<file path="src/rtl/ysyx_22041071_id_stage.sv">
// Decode/register-read stage: integer register file, operand forwarding, load-use stall and EX output register.
// Optional macro YSYX_22041071_FWD_EN enables forwarding from fwd_data; without it any forward match stalls.
module ysyx_22041071_id_stage #(
    parameter  int XLEN   = 64,
    parameter  int NREG   = 32,
    parameter  int NFWD   = 3,
    parameter  int CTRL_W = 16,
    localparam int RW     = $clog2(NREG)
) (
    input  logic                 clk,
    input  logic                 reset,
    input  logic                 valid_in,
    output logic                 ready_out,
    input  logic [XLEN-1:0]      pc_in,
    input  logic [31:0]          ins_in,
    input  logic [RW-1:0]        rs1,
    input  logic [RW-1:0]        rs2,
    input  logic [RW-1:0]        rd,
    input  logic                 use_rs1,
    input  logic                 use_rs2,
    input  logic [XLEN-1:0]      imm,
    input  logic [1:0]           src1_sel,
    input  logic [1:0]           src2_sel,
    input  logic [CTRL_W-1:0]    ctrl_in,
    input  logic                 flush,
    input  logic [NFWD-1:0]      fwd_en,
    input  logic [NFWD*RW-1:0]   fwd_rd,
    input  logic [NFWD*XLEN-1:0] fwd_data,
    input  logic                 fwd0_is_load,
    input  logic                 wb_en,
    input  logic [RW-1:0]        wb_rd,
    input  logic [XLEN-1:0]      wb_data,
    output logic                 valid_out,
    input  logic                 ready_in,
    output logic [XLEN-1:0]      pc_out,
    output logic [31:0]          ins_out,
    output logic [CTRL_W-1:0]    ctrl_out,
    output logic [RW-1:0]        rd_out,
    output logic [XLEN-1:0]      src_a,
    output logic [XLEN-1:0]      src_b,
    output logic [XLEN-1:0]      rs2_data,
    output logic [XLEN-1:0]      jalr_target
);

    logic [XLEN-1:0] regs [NREG];
    logic [XLEN-1:0] rs1_val;
    logic [XLEN-1:0] rs2_val;
    logic [XLEN-1:0] a_next;
    logic [XLEN-1:0] b_next;
    logic [XLEN-1:0] jalr_sum;
    logic            stall;
    logic            accept;

    // Priority from lowest to highest: register file, write-back, oldest..youngest forward, x0.
    function automatic logic [XLEN-1:0] resolve(input logic [RW-1:0] rs);
        logic [XLEN-1:0] v;
        v = regs[rs];
        if (wb_en && wb_rd == rs)
            v = wb_data;
`ifdef YSYX_22041071_FWD_EN
        for (int i = NFWD - 1; i >= 0; i--)
            if (fwd_en[i] && fwd_rd[i*RW +: RW] == rs)
                v = fwd_data[i*XLEN +: XLEN];
`endif
        if (rs == '0)
            v = '0;
        return v;
    endfunction

    always_comb begin
        rs1_val = resolve(rs1);
        rs2_val = resolve(rs2);
    end

`ifdef YSYX_22041071_FWD_EN
    always_comb begin
        stall = valid_in && fwd_en[0] && fwd0_is_load &&
                ((use_rs1 && rs1 == fwd_rd[RW-1:0] && rs1 != '0) ||
                 (use_rs2 && rs2 == fwd_rd[RW-1:0] && rs2 != '0));
    end
`else
    logic unused_fwd;
    assign unused_fwd = ^{fwd_data, fwd0_is_load};

    // Without forwarding, every in-flight producer of a needed register blocks issue.
    always_comb begin
        stall = 1'b0;
        for (int i = 0; i < NFWD; i++)
            if (fwd_en[i] &&
                ((use_rs1 && rs1 == fwd_rd[i*RW +: RW] && rs1 != '0) ||
                 (use_rs2 && rs2 == fwd_rd[i*RW +: RW] && rs2 != '0)))
                stall = valid_in;
    end
`endif

    assign ready_out   = (!valid_out || ready_in) && !stall;
    assign accept      = valid_in && ready_out && !flush;
    assign jalr_sum    = rs1_val + imm;
    assign jalr_target = {jalr_sum[XLEN-1:1], 1'b0};

    always_comb begin
        a_next = '0;
        b_next = '0;
        case (src1_sel)
            2'd0:    a_next = rs1_val;
            2'd2:    a_next = pc_in;
            default: a_next = '0;
        endcase
        case (src2_sel)
            2'd0:    b_next = rs2_val;
            2'd1:    b_next = imm;
            2'd2:    b_next = XLEN'(4);
            default: b_next = '0;
        endcase
    end

    always_ff @(posedge clk or negedge reset) begin
        if (!reset) begin
            for (int i = 0; i < NREG; i++)
                regs[i] <= '0;
        end else if (wb_en && wb_rd != '0) begin
            regs[wb_rd] <= wb_data;
        end
    end

    // Output register: flush > backpressure hold > bubble on stall > accept.
    always_ff @(posedge clk or negedge reset) begin
        if (!reset) begin
            valid_out <= 1'b0;
            pc_out    <= '0;
            ins_out   <= '0;
            ctrl_out  <= '0;
            rd_out    <= '0;
            src_a     <= '0;
            src_b     <= '0;
            rs2_data  <= '0;
        end else if (flush) begin
            valid_out <= 1'b0;
        end else if (!valid_out || ready_in) begin
            valid_out <= accept;
            if (accept) begin
                pc_out   <= pc_in;
                ins_out  <= ins_in;
                ctrl_out <= ctrl_in;
                rd_out   <= rd;
                src_a    <= a_next;
                src_b    <= b_next;
                rs2_data <= rs2_val;
            end
        end
    end

endmodule

</file>
<file path="config.mk">
export PLATFORM = sky130hd
export DESIGN_NAME = ysyx_22041071_id_stage
export DESIGN_NICKNAME = d
export VERILOG_FILES = /design/src/rtl/ysyx_22041071_id_stage.sv
export SDC_FILE = /design/constraint.sdc
export NUM_CORES = 2
export LEC_CHECK = 0
export CAP_MARGIN = 20
export CORE_ASPECT_RATIO = 0.9
export CORE_MARGIN = 2
export CORE_UTILIZATION = 56
export CTS_BUF_LIST = sky130_fd_sc_hd__clkbuf_4
export DETAILED_ROUTE_END_ITERATION = 8
export PLACE_DENSITY = 0.79
export SLEW_MARGIN = 20
export SYNTH_ARGS = -nofsm -noshare
export SYNTH_HDL_FRONTEND = slang
export SYNTH_SLANG_ARGS = --single-unit
</file>
<file path="constraint.sdc">
create_clock -name clk -period 7.3 [get_ports clk]
set_input_delay 1.46 -clock clk [delete_from_list [all_inputs] [get_ports clk]]
set_output_delay 1.46 -clock clk [all_outputs]
set_load 0.02 [all_outputs]
</file>
# Yosys cells after proc, flatten, opt, wreduce, memory -nomap -nowiden
# Cells that the tools add are included.
# classes
reduce_logical	38
bitwise	4
n_addsub	1
muxes	20
order_cmp	4
n_eq_ne	11
# op_table
operator	n
bitwise mux 2048 bit	1
binary-select mux 64 bit (select 5 bit)	2
two-way mux 64 bit	9
demux 64 bit (select 5 bit)	1
case mux 64 bit (3 select lines)	1
case mux 64 bit (2 select lines)	1
adder 64 bit	1
== test 5 bit	8
logical AND 1 bit	22
>= comparator 6 bit (second input constant)	3
NOT 5 -> 6 bit	3
nonzero test 5 bit	3
zero test 5 bit	2
< comparator 6 x 1 -> 1 bit (second input constant)	1
two-way mux 1 bit	5
== test 2 bit (second input constant)	2
zero test 2 bit	2
logical OR 1 bit	4
zero test 1 bit	3
AND reduction 3 bit	1
== test 2 x 1 -> 1 bit (second input constant)	1
nonzero test 2 bit	1
NOT 1 bit	1
# word_totals
regBits	2358
in_bits	483

# Logic depth before layout (Yosys ltp)
# logic_depth
word_depth	14
depth_mapped	22

# Worst setup path after synthesis
# No wires, ideal clock.
# synth_timing
path_kind	in2out
start	input rs1[1]
end	output jalr_target[62]
arrival_time_ps	6093
path_buffers	5
setup_slack_ps	-253
path_stages	20
cell_sequence	buf_4 buf_6 buf_6 buf_2 buf_1 mux4_2 mux4_2 mux2i_1 a211oi_1 fa_1 a211oi_2 nor3_4 a31oi_2 a211oi_2 a31oi_1 o41ai_4 a221oi_4 o31ai_4 a2111o_1 o311ai_2
# synth_via
elab_chain_cells	7
elab_cells_between_ends	10
classes_between	1 x add/sub; 1 x eq/ne; 5 x mux; 1 x bitwise; 2 x reduce/logical
# synth_lines
element	line_no	text
from (decl)	16	input logic [RW-1:0] rs1,
NOT 5 -> 6 bit (implied by the code)	57	v = regs[rs];
binary-select mux 64 bit (select 5 bit)	57	
two-way mux 64 bit (implied by the code) (2 in series)	57	
two-way mux 64 bit	58	if (wb_en && wb_rd == rs)
two-way mux 64 bit *	65	if (rs == '0)
adder 64 bit *	98	assign jalr_sum = rs1_val + imm;
to (decl)	42	output logic [XLEN-1:0] jalr_target
# Mark *: on every way between the ends. The rest lies on a longest branch, timed or not. The select of a mux whose other input is x is not followed.

# Final worst setup path
# layout_timing
start	input wb_rd[4]
end	output jalr_target[62]
# layout_via
elab_chain_cells	5
# layout_lines
element	line_no	text
from (decl)	31	input logic [RW-1:0] wb_rd,
== test 5 bit	58	
logical AND 1 bit	58	
two-way mux 64 bit	58	
two-way mux 64 bit	65	
adder 64 bit	98	
# No other way between the ends.

==> flow_metrics.env <==
export IMPL_outcome="finished, violations left"
export IMPL_drtIter0Drc=9921
export IMPL_cpPeakStageDelay_ns=0.50
export IMPL_core_area_mm2=0.222
export IMPL_grt_max_degree=180
export IMPL_place_gp_congestion=0.960
export IMPL_max_cap_violations=0
export IMPL_criticalPathCategory="input port to output port"
export IMPL_clkPwrFrac=0.275
export IMPL_finalSetupViolCount=34
export IMPL_io_buffers=663
export IMPL_power_frac_seq=0.417
export IMPL_die_w_um=503
export IMPL_syn_inst=8259
export IMPL_cellPowerDensity_mw_per_mm2=278
export IMPL_p_int_mw=28.7
export IMPL_clkSinkCount=2358
export IMPL_p_leak_nw=66.0
export IMPL_critPathLaunch="wb_rd[4]"
export IMPL_grt_usage=0.364
export IMPL_finalCriticalPeriod_ns=7.82
export IMPL_hold_viol=0
export IMPL_async_flop_share=1.00
export IMPL_fmax_ghz=0.128
export IMPL_final_cell_mix="2,358 x dfrtp_1, 2,102 x mux2_2, 1,261 x mux4_2, 894 x clkbuf_4, 704 x buf_4"
export IMPL_rsz0062_at_grt="yes"
export IMPL_holdPathStages=0
export IMPL_worstSkewPairLatency_ns=1.47
export IMPL_vdd_ir_drop_max_mv=0.206
export IMPL_antenna_left=0
export IMPL_hpwl_um=247000
export IMPL_ys_warn_count=0
export IMPL_cp_required_ns=5.84
export IMPL_worstPathCellList="clkdlybuf4s50_1 > xnor2_1 > nand4_1 > or2_4 > buf_12 > buf_8 > a211oi_4 > ha_4 > a21oi_4 > nand2_2 > a221oi_2 > a21oi_1 > a211oi_2 > o41ai_4 > buf_4 > a221oi_4 > o31ai_4 > buf_4 > a2111o_1 > o311ai_4 > buf_6"
export IMPL_clockRootBuffer="clkbuf_4"
export IMPL_min_from="regs[2039]"
export IMPL_multi_input_area_mm2=0.0646
export IMPL_clockBufferDepth=4
export IMPL_r2r_worst_path_cells=5
export IMPL_synth_seq_area_share=0.470
export IMPL_syn_avg_cell_area_um2=15.2
export IMPL_cts_buffers=635
export IMPL_crit_family="compound AO/OA/AOI/OAI gates"
export IMPL_final_max_slew_viol_count=0
export IMPL_synth_area_mm2=0.125
export IMPL_worstPathMaxFanout=12
export IMPL_p_switching_mw=13.1
export IMPL_post_route_period_util=1.07
export IMPL_r2r_start="valid_out"
export IMPL_drive_above_1_share=0.553
export IMPL_drt_vias_per_instance=6.81
export IMPL_post_drt_wl_per_cell_um=32.1
export IMPL_ys_seq_elements=2358
export IMPL_crit_buf_inv=6
export IMPL_synth_cell_type_count=75
export IMPL_cts_tree="yes"
export IMPL_whs_endpoint="regs[2039]"
export IMPL_final_nets=10100
export IMPL_vias=87900
export IMPL_dieArea_mm2=0.228
export IMPL_fin_ws_ns=-0.517
export IMPL_end_kind="output port"
export IMPL_grt_pass1_wl_um=607000
export IMPL_swShare=0.314
export IMPL_startpoint_type="input port"
export IMPL_rows=164
export IMPL_synth_top_flop_cell="dfrtp_1"
export IMPL_cp_arrival_ns=6.36
export IMPL_tightest_slew_ns=1.20
export IMPL_regArea_mm2=0.0590
export IMPL_synth_edf_count=0
export IMPL_post_place_ws_ns=-1.66
export IMPL_syn_nets=8805
export IMPL_ff2ff_setup_slack_ns=4.16
export IMPL_htree_levels=6
export IMPL_grt_pass1_vias=91500
export IMPL_share_comb_of_total_power=0.308
export IMPL_cp_slowest_cell="clkdlybuf4s50_1"
export IMPL_overflow=0
export IMPL_grt_antenna_before_repair=14
export IMPL_failed_checks="negative setup slack"
export IMPL_hp_class="flip-flop to flip-flop"
export IMPL_drc_errors=0
export IMPL_relSlewSlack=0.201
export IMPL_rr_endpoint="src_a[40]"
export IMPL_io_pins=858
export IMPL_finalPower_mw=41.8
export IMPL_syn_to_final_growth_pct=19.6
export IMPL_floorplan_initialDensity=0.564
export IMPL_final_fill_count=14800
export IMPL_skew_ns=0.0913
export IMPL_drtPass1Iterations=6
export IMPL_path_clk_slew_ns=0.06
export IMPL_die_h_um=453
export IMPL_final_common_cell="dfrtp_1"
export IMPL_cpMostUsedCell="buf_4"
export IMPL_routed_wl_um=415000
## how the worst max path moves through the flow
stage | to | slack (ns) | cells past startpoint
after global placement | jalr_target[49] | -1.88 | 19
after detailed placement | jalr_target[60] | -1.66 | 21
final | jalr_target[62] | -0.52 | 21
after global routing | jalr_target[62] | -0.61 | 23
after CTS | jalr_target[62] | -0.55 | 23
after floorplan | jalr_target[57] | 0.006 | 20
## power by group through the flow
stage	Clock, mW	Combinational [mW]	Sequential (mW)
final	11.5	12.9	17.4
after global routing	12.3	13.5	17.7
after CTS	11.6	12.4	17.3
after detailed placement	0	11.9	17.5
after global placement	0	11.6	17.2
after floorplan	0	6.99	17.3
## routing by layer
metal / part of all wire / vias up / global-route usage / wire length [µm]
met5: 0.00014 / - / 0 / 58
met4: 0.073 / 8 / 0.235 / 30100
met3: 0.11 / 1325 / 0.102 / 44300
met2: 0.46 / 5653 / 0.557 / 193000
met1: 0.36 / 46200 / 0.458 / 148000
li1: - / 34700 / - / -
## worst register-to-register path, cell delays in order, from the launching register on
cell	delay, ns
dfrtp_1	0.35
nor2b_1	0.24
or3_4	0.34
buf_12	0.43
or2_4	1.23
o21ai_0	0.38
## state kept, by name, summed over array words and instances, names as in the netlist
signal and cells:
src_b 64, ctrl_out 16, rd_out 5, ins_out 32, src_a 64, valid_out 1
pc_out 64, rs2_data 64, regs 2048
## cells by family (layout without fill, tap and decap cells)
group | Yosys count | count (layout) | share of synthesized area
muxes | 3574 | 3574 | 0.432
AOI/OAI and AO/OA | 597 | 597 | 0.0319
DFF | 2358 | 2358 | 0.470
and+or+nand+nor | 653 | 653 | 0.0224
buffers and inverters | 914 | 2560 | 0.0305
other | 1 | 18 | 0.0000299
xor gates and xnor gates | 99 | 99 | 0.00691
adders and majority gates | 63 | 63 | 0.00634
## repair_timing
item | 4_1_cts | 5_1_grt
hold buffers | 1 | 0
cloned | 15 | 0
pin swaps | 76 | 75
resized for setup | 444 | 153
endpoints found under the setup margin | 56 | 50
setup buffers | 98 | 40
endpoints found under the hold margin | 76 | 0
## metrics by stage
stage / setup TNS, ns / cell area (µm²) / hold WS, ns / util / instances
finish: -9.22 / 150000 / 0.396 / 0.675 / 12900
global route: -12.84 / 150000 / 0.404 / 0.675 / 12900
CTS: -4.56 / 149000 / 0.397 / 0.670 / 12900
detailed placement: -57.60 / 139000 / 0.383 / 0.625 / 11700
global placement: -62.07 / 139000 / 0.376 / 0.625 / 11700
floorplan: 0 / 126000 / 0.441 / - / 8259
## cell usage after synthesis, drive strengths merged (3+ instances only)
| library cell | number | share of area |
|---|---|---|
| o21ai | 182 | 0.0073 |
| nand2 | 392 | 0.012 |
| nand3 | 22 | 0.00088 |
| o41ai | 3 | 0.00042 |
| and2 | 7 | 0.00035 |
| o21bai | 13 | 0.00078 |
| or3 | 6 | 0.00034 |
| a21oi | 93 | 0.0037 |
| mux2 | 2102 | 0.19 |
| a31oi | 8 | 0.00045 |
| or2 | 4 | 0.00020 |
| nand4 | 21 | 0.0010 |
| a221oi | 7 | 0.00068 |
| nor2 | 125 | 0.0039 |
| inv | 14 | 0.00042 |
| o211ai | 68 | 0.0041 |
| o22a | 4 | 0.00028 |
| a2bb2oi | 61 | 0.0043 |
| mux2i | 211 | 0.017 |
| ha | 62 | 0.0062 |
| nor2b | 25 | 0.0012 |
| a21o | 32 | 0.0019 |
| nor3b | 5 | 0.00030 |
| dfrtp | 2358 | 0.47 |
| a211oi | 89 | 0.0054 |
| mux4 | 1261 | 0.23 |
| o21a | 14 | 0.00084 |
| xor2 | 36 | 0.0025 |
| and3 | 3 | 0.00015 |
| nand3b | 5 | 0.00030 |
| xnor2 | 63 | 0.0044 |
| buf | 218 | 0.0097 |
| o31ai | 7 | 0.00057 |
| nor4 | 10 | 0.00050 |
| clkbuf | 681 | 0.020 |
| nor3 | 18 | 0.00089 |
| nand2b | 5 | 0.00025 |
## cell type report
type	count	area share
diodes	17	0.000283
clock buffers	894	0.0447
clock inverters	134	0.00497
flip-flops and latches	2358	0.393
multi-input cells	4987	0.430
repair buffers	1517	0.101
inverters	15	0.000408
well taps	2988	0.0249
(Power assumes the default switching activity.)
